File: config.mk
export PLATFORM = sky130hd
export DESIGN_NAME = mult16s_rr_arbiter
export DESIGN_NICKNAME = d
export VERILOG_FILES = /design/src/rtl/mult_arb_pkg.sv /design/src/rtl/mult16s_normal_sklansky.sv /design/src/rtl/mult16s_rr_arbiter_rr_pick.sv /design/src/rtl/mult16s_rr_arbiter.sv
export SDC_FILE = /design/constraint.sdc
export NUM_CORES = 1
export LEC_CHECK = 0
export CAP_MARGIN = 20
export CELL_PAD_IN_SITES_DETAIL_PLACEMENT = 1
export CELL_PAD_IN_SITES_GLOBAL_PLACEMENT = 1
export CORE_MARGIN = 1.5
export CORE_UTILIZATION = 35
export CTS_CLUSTER_DIAMETER = 60
export DETAILED_ROUTE_END_ITERATION = 16
export DONT_BUFFER_PORTS = 1
export MAX_ROUTING_LAYER = met4
export PLACE_DENSITY_LB_ADDON = 0.1
export REMOVE_ABC_BUFFERS = 1
export SYNTH_ARGS = -nofsm -noshare
export SYNTH_HDL_FRONTEND = slang
export SYNTH_SLANG_ARGS = --single-unit
export TNS_END_PERCENT = 100
File: constraint.sdc
create_clock -name clk -period 35.1 [get_ports clk]
set_input_delay 5.265 -clock clk [delete_from_list [all_inputs] [get_ports clk]]
set_output_delay 5.265 -clock clk [all_outputs]
set_load 0.1 [all_outputs]
File: src/rtl/mult_arb_pkg.sv
// Shared types and constants for the round-robin arbiter wrapped around a
// single signed 16x16 multiplier.
package mult_arb_pkg;

  localparam int OP_W     = 16;
  localparam int PROD_W   = 32;
  localparam int PIPE_LAT = 3;
  // Wide enough for the largest supported requester count (8).
  localparam int TAG_W    = 3;

  typedef struct packed {
    logic signed [OP_W-1:0] a;
    logic signed [OP_W-1:0] b;
    logic [TAG_W-1:0]       tag;
    logic                   v;
  } op_t;

  typedef struct packed {
    logic signed [PROD_W-1:0] product;
    logic [TAG_W-1:0]         tag;
    logic                     v;
  } res_t;

endpackage

File: src/rtl/mult16s_normal_sklansky.sv
// Combinational signed 16x16 multiplier: shift-add partial products, with the
// negatively weighted top row subtracted through a Sklansky prefix adder.
module mult16s_normal_sklansky (
  input  logic [15:0] a_i,
  input  logic [15:0] b_i,
  output logic [31:0] p_o
);

  logic [31:0] aExt;
  logic [31:0] acc;
  logic [31:0] subtrahend;
  logic [31:0] gen;
  logic [31:0] prop;
  logic [31:0] grpG;
  logic [31:0] grpP;
  logic [31:0] carry;

  assign aExt = {{16{a_i[15]}}, a_i};

  // Rows 0..14 carry positive weight; row 15 is the sign row of b.
  always_comb begin
    acc = '0;
    for (int j = 0; j < 15; j++) begin
      if (b_i[j]) begin
        acc = acc + (aExt << j);
      end
    end
    subtrahend = b_i[15] ? (aExt << 15) : '0;
  end

  // acc - subtrahend as acc + ~subtrahend + 1; carry-in folded into bit 0.
  always_comb begin
    gen  = acc & ~subtrahend;
    prop = acc ^ ~subtrahend;
    grpG = gen;
    grpP = prop;
    grpG[0] = gen[0] | prop[0];
    for (int l = 0; l < 5; l++) begin
      for (int i = 0; i < 32; i++) begin
        if (((i >> l) & 1) == 1) begin
          grpG[i] = grpG[i] | (grpP[i] & grpG[((i >> l) << l) - 1]);
          grpP[i] = grpP[i] & grpP[((i >> l) << l) - 1];
        end
      end
    end
    carry = {grpG[30:0], 1'b1};
    p_o   = prop ^ carry;
  end

endmodule

File: src/rtl/mult16s_rr_arbiter_rr_pick.sv
// Round-robin priority picker: first eligible index at or above the pointer,
// wrapping around.
module rr_pick #(
  parameter int N     = 4,
  parameter int IDX_W = $clog2(N)
) (
  input  logic [N-1:0]     elig_i,
  input  logic [IDX_W-1:0] ptr_i,
  output logic [N-1:0]     grant_o,
  output logic [IDX_W-1:0] idx_o,
  output logic             valid_o
);

  always_comb begin
    grant_o = '0;
    idx_o   = '0;
    valid_o = 1'b0;
    for (int k = 0; k < N; k++) begin
      if (!valid_o && elig_i[(int'(ptr_i) + k) % N]) begin
        valid_o                         = 1'b1;
        grant_o[(int'(ptr_i) + k) % N] = 1'b1;
        idx_o                           = IDX_W'((int'(ptr_i) + k) % N);
      end
    end
  end

endmodule

File: src/rtl/mult16s_rr_arbiter.sv
// Shares one signed multiplier among NUM_REQ valid/ready requesters with a
// two-register pipe; results are parked per requester until consumed.
module mult16s_rr_arbiter
  import mult_arb_pkg::*;
#(
  parameter int NUM_REQ = 4,
  parameter int IDX_W   = $clog2(NUM_REQ)
) (
  input  logic                      clk,
  input  logic                      rst_n,
  input  logic [NUM_REQ-1:0]        req_valid,
  output logic [NUM_REQ-1:0]        req_ready,
  input  logic [NUM_REQ*OP_W-1:0]   req_a,
  input  logic [NUM_REQ*OP_W-1:0]   req_b,
  output logic [NUM_REQ-1:0]        rsp_valid,
  input  logic [NUM_REQ-1:0]        rsp_ready,
  output logic [NUM_REQ*PROD_W-1:0] rsp_product,
  output logic [NUM_REQ-1:0]        busy
);

  if (PIPE_LAT != 3 || NUM_REQ < 2 || NUM_REQ > 8) begin : gParamCheck
    $error("mult16s_rr_arbiter: unsupported configuration");
  end

  logic [IDX_W-1:0]          ptr_q, ptr_d;
  logic [NUM_REQ-1:0]        busy_q, busy_d;
  logic [NUM_REQ-1:0]        rspValid_q, rspValid_d;
  logic [NUM_REQ*PROD_W-1:0] rspProduct_q, rspProduct_d;
  op_t                       s1_q, s1_d;
  res_t                      s2_q, s2_d;

  logic [NUM_REQ-1:0] elig;
  logic [NUM_REQ-1:0] grant;
  logic [NUM_REQ-1:0] rspFire;
  logic [IDX_W-1:0]   grantIdx;
  logic               accept;
  logic [PROD_W-1:0]  coreProduct;

  // Reset gates eligibility so no grant is offered while rst_n is low.
  assign elig    = req_valid & ~busy_q & {NUM_REQ{rst_n}};
  assign rspFire = rspValid_q & rsp_ready;

  rr_pick #(
    .N     (NUM_REQ),
    .IDX_W (IDX_W)
  ) u_pick (
    .elig_i  (elig),
    .ptr_i   (ptr_q),
    .grant_o (grant),
    .idx_o   (grantIdx),
    .valid_o (accept)
  );

  mult16s_normal_sklansky u_core (
    .a_i (s1_q.a),
    .b_i (s1_q.b),
    .p_o (coreProduct)
  );

  always_comb begin
    ptr_d        = ptr_q;
    s1_d         = s1_q;
    s1_d.v       = accept;
    s2_d.product = coreProduct;
    s2_d.tag     = s1_q.tag;
    s2_d.v       = s1_q.v;
    busy_d       = (busy_q & ~rspFire) | grant;
    rspValid_d   = rspValid_q & ~rspFire;
    rspProduct_d = rspProduct_q;

    if (accept) begin
      ptr_d    = (grantIdx == IDX_W'(NUM_REQ - 1)) ? '0 : grantIdx + 1'b1;
      s1_d.tag = TAG_W'(grantIdx);
    end

    // Grant is one-hot, so at most one requester's operands are captured.
    for (int i = 0; i < NUM_REQ; i++) begin
      if (grant[i]) begin
        s1_d.a = req_a[OP_W*i +: OP_W];
        s1_d.b = req_b[OP_W*i +: OP_W];
      end
      if (s2_q.v && s2_q.tag == TAG_W'(i)) begin
        rspValid_d[i]                  = 1'b1;
        rspProduct_d[PROD_W*i +: PROD_W] = s2_q.product;
      end
    end
  end

  always_ff @(posedge clk) begin
    if (!rst_n) begin
      ptr_q        <= '0;
      busy_q       <= '0;
      rspValid_q   <= '0;
      rspProduct_q <= '0;
      s1_q         <= '0;
      s2_q         <= '0;
    end else begin
      ptr_q        <= ptr_d;
      busy_q       <= busy_d;
      rspValid_q   <= rspValid_d;
      rspProduct_q <= rspProduct_d;
      s1_q         <= s1_d;
      s2_q         <= s2_d;
    end
  end

  assign req_ready   = grant;
  assign rsp_valid   = rspValid_q;
  assign rsp_product = rspProduct_q;
  assign busy        = busy_q;

endmodule

# Yosys cells after proc, flatten, opt, wreduce, memory -nomap -nowiden
# Index checks and enable logic that the tools add are counted.
dict set report classes {
  addsub 18
  magnitude_cmp 8
  eq_ne 4
  muxes 56
  bitwise_logic 214
  reduce_logical 19
}
# op count
set op_table {}
lappend op_table {{$mux W32} 20}
lappend op_table {{$add A32 B32 Y32} 14}
lappend op_table {{$and A1 B1 Y1} 120}
lappend op_table {{$or A1 B1 Y1} 76}
lappend op_table {{$xor A32 B32 Y32} 2}
lappend op_table {{$not A32 Y32} 1}
lappend op_table {{$and A31 B31 Y31} 1}
lappend op_table {{$and A4 B4 Y4} 5}
lappend op_table {{$mux W1} 19}
lappend op_table {{$mux W4} 4}
lappend op_table {{$or A4 B4 Y4} 4}
lappend op_table {{$lt A3 B4 Y1 const B} 3}
lappend op_table {{$logic_and A1 B1 Y1} 11}
lappend op_table {{$mux W2} 5}
lappend op_table {{$ge A3 B1 Y1 const B} 3}
lappend op_table {{$bmux W1 S2} 4}
lappend op_table {{$demux W1 S2} 4}
lappend op_table {{$not A4 Y4} 2}
lappend op_table {{$eq A2 B2 Y1 const B} 3}
lappend op_table {{$reduce_or A2 Y1} 3}
lappend op_table {{$add A2 B1 Y2 const B} 2}
lappend op_table {{$add A2 B2 Y2 const B} 2}
lappend op_table {{$reduce_bool A4 Y1} 1}
lappend op_table {{$and A1 B1 Y1 const A} 3}
lappend op_table {{5 further kinds} 7}
dict set report totals {
  reg_bits 208
  inputBits 138
  output_inout_bits 140
  word_cells 333
}

# Longest topological paths before layout
dict set report logic_depth {
  word_depth 42
  mapped_depth 119
}

# By module
# Synthesis repeated with hierarchy kept, for this count alone.
dict set report unflattened {
  cells_unflattened 3954
  hier_area_um2 29034.1
}
# mod n_inst cells_per_inst area_per_inst_um2 seq_area_each_um2
set modules_own_cells {}
lappend modules_own_cells {mult16s_normal_sklansky 1 2994 20562.2 0.0}
lappend modules_own_cells {mult16s_rr_arbiter 1 915 8052.7 4164.0}
lappend modules_own_cells {rr_pick 1 45 419.2 0.0}

# Worst setup path before layout
# OpenSTA, ideal clock, no wires.
dict set report synth_path {
  path_type {register to register}
  startpoint {register s1_q[4] (netlist bit)}
  endpoint {register s2_q[35] (netlist bit)}
  arrival_time_ps 20043
  path_slack_ps 14930
  stages_incl_launch_ff 103
  path_buffers 3
  synth_period_minus_slack_ps 20170
  path_cell_list {dfxtp_1 > clkbuf_1 > clkbuf_1 > nand2_1 > inv_1 > ha_1 > a21o_1 > maj3_2 > a31o_2 > a21o_1 > a21oi_1 > xnor2_1 > nand2_1 > xnor2_1 > ha_1 > or3_1 > o21a_1 > nor2_1 > [... 67 more ...] > ha_1 > and3_1 > a21oi_1 > and3_1 > mux2_2 > ha_1 > or3_1 > a211oi_1 > nor4b_1 > o21ai_0 > a21boi_0 > o41a_1 > a21oi_1 > o21bai_1 > xor2_1 > xnor3_1 > xnor2_1 > nor2_1}
}
dict set report synth_via {
  elab_chain_len 42
}
# element line
set synth_lines {}
lappend synth_lines {{start: declaration} mult16s_rr_arbiter.sv:29} ;# op_t s1_q, s1_d;
lappend synth_lines {{start signal: assignment} mult16s_rr_arbiter.sv:95} ;# s1_q <= '0;
lappend synth_lines {{start signal: assignment} mult16s_rr_arbiter.sv:102} ;# s1_q <= s1_d;
lappend synth_lines {{$mux W32 *} mult16s_normal_sklansky.sv:24} ;# if (b_i[j]) begin
lappend synth_lines {{$add A32 B32 Y32} mult16s_normal_sklansky.sv:25} ;# acc = acc + (aExt << j);
lappend synth_lines {{$mux W32 *} mult16s_normal_sklansky.sv:24}
lappend synth_lines {{$add A32 B32 Y32} mult16s_normal_sklansky.sv:25}
lappend synth_lines {{$mux W32 *} mult16s_normal_sklansky.sv:24}
lappend synth_lines {{$add A32 B32 Y32} mult16s_normal_sklansky.sv:25}
lappend synth_lines {{$mux W32 *} mult16s_normal_sklansky.sv:24}
lappend synth_lines {{$add A32 B32 Y32} mult16s_normal_sklansky.sv:25}
lappend synth_lines {{[... 26 more ...]} n/a}
lappend synth_lines {{$or A1 B1 Y1} mult16s_normal_sklansky.sv:41} ;# grpG[i] = grpG[i] | (grpP[i] & grpG[((i >> l) << l) - 1]);
lappend synth_lines {{$and A1 B1 Y1} mult16s_normal_sklansky.sv:41}
lappend synth_lines {{$or A1 B1 Y1} mult16s_normal_sklansky.sv:41}
lappend synth_lines {{$and A1 B1 Y1} mult16s_normal_sklansky.sv:41}
lappend synth_lines {{$or A1 B1 Y1} mult16s_normal_sklansky.sv:41}
lappend synth_lines {{$and A1 B1 Y1} mult16s_normal_sklansky.sv:41}
lappend synth_lines {{$or A1 B1 Y1} mult16s_normal_sklansky.sv:41}
lappend synth_lines {{$xor A32 B32 Y32 *} mult16s_normal_sklansky.sv:47} ;# p_o = prop ^ carry;
lappend synth_lines {{end signal: assignment} mult16s_rr_arbiter.sv:96} ;# s2_q <= '0;
lappend synth_lines {{end signal: assignment} mult16s_rr_arbiter.sv:103} ;# s2_q <= s2_d;
lappend synth_lines {{end: declaration} mult16s_rr_arbiter.sv:30} ;# res_t s2_q, s2_d;
# Mark *: on every way between the ends. The rest lies on a longest branch, timed or not.
# A chain may end at the register's enable or synchronous reset.

# Worst setup path in the final report
dict set report layout_path {
  startpoint {register s1_q[22] (netlist bit)}
  endpoint {register s2_q[35] (netlist bit)}
}
dict set report layout_via {
  elab_chain_len 40
}
# element line
set layout_lines {}
lappend layout_lines {{$mux W32} mult16s_normal_sklansky.sv:24}
lappend layout_lines {{$add A32 B32 Y32} mult16s_normal_sklansky.sv:25}
lappend layout_lines {{$mux W32} mult16s_normal_sklansky.sv:24}
lappend layout_lines {{$add A32 B32 Y32} mult16s_normal_sklansky.sv:25}
lappend layout_lines {{$mux W32} mult16s_normal_sklansky.sv:24}
lappend layout_lines {{$add A32 B32 Y32} mult16s_normal_sklansky.sv:25}
lappend layout_lines {{$mux W32} mult16s_normal_sklansky.sv:24}
lappend layout_lines {{$add A32 B32 Y32} mult16s_normal_sklansky.sv:25}
lappend layout_lines {{[... 24 more ...]} n/a}
lappend layout_lines {{$and A1 B1 Y1 / $or A1 B1 Y1 (equally long branches)} mult16s_normal_sklansky.sv:41}
lappend layout_lines {{$or A1 B1 Y1 / $and A1 B1 Y1 (equally long branches)} mult16s_normal_sklansky.sv:41}
lappend layout_lines {{$and A1 B1 Y1 / $or A1 B1 Y1 (equally long branches)} mult16s_normal_sklansky.sv:41}
lappend layout_lines {{$or A1 B1 Y1 / $and A1 B1 Y1 (equally long branches)} mult16s_normal_sklansky.sv:41}
lappend layout_lines {{$and A1 B1 Y1 / $or A1 B1 Y1 (equally long branches)} mult16s_normal_sklansky.sv:41}
lappend layout_lines {{$or A1 B1 Y1 / $and A1 B1 Y1 (equally long branches)} mult16s_normal_sklansky.sv:41}
lappend layout_lines {{$or A1 B1 Y1} mult16s_normal_sklansky.sv:41}
lappend layout_lines {{$xor A32 B32 Y32 *} mult16s_normal_sklansky.sv:47}
# Marked as above.

==> run_results.csv <==
group,metric,value,unit
detailed_routing,drt_first_pass_iters,5,
clocking,cts_sinks,208,
floorplanning,core_area,78610,um2
sta,tns,0,ns
critical_path,cp-end-kind,"flop",
sta,slew_violations,0,
yosys,ys_async_sr_fraction,0,%
critical_path,r2r_setup_slack,10.91,ns
sta,clock_skew,0.01054,ns
hold_path,min_from,"s1_q[0]$_SDFF_PN0_",
yosys,synth_edf_count,0,
final_layout,post-route-util,37.60,%
yosys,synthTopCellsByArea,"ha_1 15%, dfxtp_1 15%, a21oi_1 8.2%",
clocking,cts_max_path_buffers,3,
floorplanning,start_util,35.25,%
detailed_routing,route.detailed.drc,0,
critical_path,arrival,24.55,ns
critical_path,cp-start-kind,"flop",
yosys,yosysTopAreaCell,"ha_1",
critical_path,reg2reg_from,"s1_q[22]$_SDFFE_PN0P_",
critical_path,crit_path_max_fanout,20,
critical_path,r2r_end,"s2_q[35]$_SDFF_PN0_",
yosys,netlist-cell-type-count,99,
yosys,avgSynthCellArea,7.196,um2
sta,timing.fmax,0.04135,GHz
job,drv_cap,0,
status,status,"completed",
grt,antenna_found_initial,0,
final_layout,layout.cells.non_filler,4823,
detailed_routing,antenna_left,0,
clocking,clkSlewWorstSetupHoldPaths,0.07,ns
hold_path,worstHoldPathCells,1,
yosys,synth_warnings,0,
floorplanning,core.rowCount,103,
final_layout,n_antenna_cell,0,
hold_path,min_path_type,"reg -> reg",
sta,hold_viol,0,
yosys,synth_cells,3851,
critical_path,r2r_cells,101,
hold_path,min_to,"s2_q[0]$_SDFF_PN0_",
floorplanning,die-area,80880,um2
critical_path,critPathLaunch,"s1_q[22]$_SDFFE_PN0P_",
sta,period_needed,24.19,ns
grt,gr-total-overflow,0,
yosys,ys_seq_area_share,15.03,%
place,dpl.cell_count,4785,
clocking,clk_latency,0.51,ns
final_layout,finalNetCount,4255,
place,dp_hpwl,78410,um
sta,setup_viol,0,
critical_path,path_class,"reg -> reg",
grt,grt_max_degree,102,
floorplanning,fp.dieH,284.4,um
detailed_routing,route.vias.total,27180,
grt,grtUsageTotal,24.45,%
place,port_buffers,0,
clocking,root_buffer,"clkbuf_16",
detailed_routing,routed_wl,98900,um
detailed_routing,drt_iter0_drc,1405,
grt,grt_pass1_vias,27190,
grt,grt_pass1_wl,156900,um
clocking,cts.repair.resized,0,
sta,slew_headroom,26.50,%
clocking,post_cts_buffers,0,
sta,rsz0062_at_grt,"no",
yosys,ys_seq_elements,208,
critical_path,critPathMaxStageDelay,0.96,ns
yosys,netlist_area,27710,um2
final_layout,num-fill-cells,9881,
critical_path,required,35.46,ns
critical_path,cpMaxStageDelayCell,"dfxtp_1",
yosys,yosysTopAreaCellShare,15.44,%
sta,worst_pin_slew,1.102,ns
floorplanning,die_w,284.4,um
detailed_routing,wire_per_inst,20.51,um
clocking,cts_tree,"built",
clocking,cts_buffers,21,
final_layout,drive_gt1_share,5.990,%
clocking,cts_max_level,1,
place,place_congestion,0.8516,
clocking,cts_hold_buffers,0,
critical_path,crit_path_frequent_cell,"ha_1",
yosys,ys.flop_type,"dfxtp_1",
final_layout,syn_to_final_growth,6.646,%
floorplanning,num_io_pins,278,
detailed_routing,via_per_inst,5.634,
sta,fin_crit_sh,68.91,%
## per-stage QoR
stage                     cell area (um2)  setup slack (ns)  hold slack (ns)
after floorplan                     27090             14.60           0.4118
after global placement              28830             10.95           0.4240
after detailed placement            28830             10.90           0.4345
after CTS                           29530             10.79           0.4521
after global routing                29550             8.661           0.4541
final                               29550             10.91           0.4435
## sequential cells by signal (all words and copies together) (netlist names)
| signal | count |
|---|---|
| s1_q | 35 |
| rsp_valid | 4 |
| ptr_q | 2 |
| rsp_product | 128 |
| s2_q | 35 |
| busy | 4 |
## area by class of cell
cell class / instances / area [um2] / share of cell area [%]
Clock buffer: 31 / 613.1 / 2.074
Clock inverter: 5 / 87.58 / 0.2963
Inverter: 158 / 598.1 / 2.024
Multi-Input combinational cell: 3324 / 22410 / 75.82
Sequential cell: 208 / 4170 / 14.11
Tap cell: 1050 / 1314 / 4.445
Timing Repair Buffer: 47 / 362.8 / 1.228
## logic make-up (layout without fill, tap and decap cells)
logic type                 count (synthesis)  after routing  share of synthesized area, %
muxes                                    128            128                         4.926
other                                      1              2                       0.01353
DFF                                      208            208                         15.03
AOI/OAI and AO/OA                       1287           1287                         29.99
adders and majority gates                359            359                         16.60
and+or+nand+nor                         1277           1277                         20.45
buffers and inverters                    320            241                         4.384
xor gates and xnor gates                 271            271                         8.614
## critical path, delay by kind of cell, from the launching register on
kind	cells	cell delay, ns
AOI/OAI and AO/OA	42	10.08
adders and majority gates	16	5.13
and+or+nand+nor	24	4.59
xor gates and xnor gates	13	1.85
muxes	4	1.16
DFF	1	0.96
buffers and inverters	2	0.25
## routing by layer
layer	track usage (%)	vias to the layer above	wire, um
li1	-	13660	-
met1	33.75	13020	50000
met2	39.40	409	44130
met3	1.758	79	3138
met4	4.269	0	1636
met5	-	-	0
## cell usage after synthesis, types with 10 or more instances
library cell / instances
nor2b_1: 47
a22oi_1: 21
o31a_1: 12
nor2_1: 359
nand3_1: 49
o21ai_1: 18
nor3_1: 66
nand3b_1: 10
nand4_1: 17
a221o_1: 15
or3_1: 16
mux2_2: 63
o21ai_0: 194
and3_1: 28
xnor2_1: 174
o21a_1: 78
a211o_1: 10
nand2_1: 544
nand2b_1: 57
o21bai_1: 37
a31oi_1: 39
fa_1: 15
dfxtp_1: 208
a221oi_1: 11
inv_1: 153
xor2_1: 96
a21oi_1: 453
a21o_1: 122
nor3b_1: 14
or2_2: 20
o211ai_1: 20
a21boi_0: 13
clkbuf_1: 137
and2_1: 23
o22ai_1: 20
o31ai_1: 28
mux2i_1: 64
ha_1: 342
a211oi_1: 86
buf_1: 19
## how the worst max path moves through the flow
stage	end	slack [ns]	cells past startpoint
floorplan	s2_q[35]$_SDFF_PN0_	14.60	92
global placement	s2_q[35]$_SDFF_PN0_	10.95	101
detailed placement	s2_q[35]$_SDFF_PN0_	10.90	101
CTS	s2_q[35]$_SDFF_PN0_	10.79	101
global route	s2_q[35]$_SDFF_PN0_	8.66	101
finish	s2_q[35]$_SDFF_PN0_	10.91	101
## layout by cell type, fill, tap and decap left out, drive strengths merged, types with 47 or more instances in the layout
| master | synthesis | layout |
|---|---|---|
| inv | 156 | 157 |
| xor2 | 96 | 96 |
| nor2 | 361 | 361 |
| o21ai | 217 | 217 |
| xnor2 | 174 | 174 |
| nand2 | 545 | 545 |
| mux2i | 64 | 64 |
| dfxtp | 208 | 208 |
| a21oi | 456 | 456 |
| nor3 | 67 | 67 |
| o21a | 78 | 78 |
| a211oi | 88 | 88 |
| mux2 | 64 | 64 |
| nand2b | 57 | 57 |
| nor2b | 47 | 47 |
| a21o | 123 | 123 |
| ha | 342 | 342 |
| buf | 25 | 47 |
| nand3 | 49 | 49 |
Power is left out: the tool's default activity adds up to more than one toggle a clock period on the data nets, which glitch-free logic cannot reach.
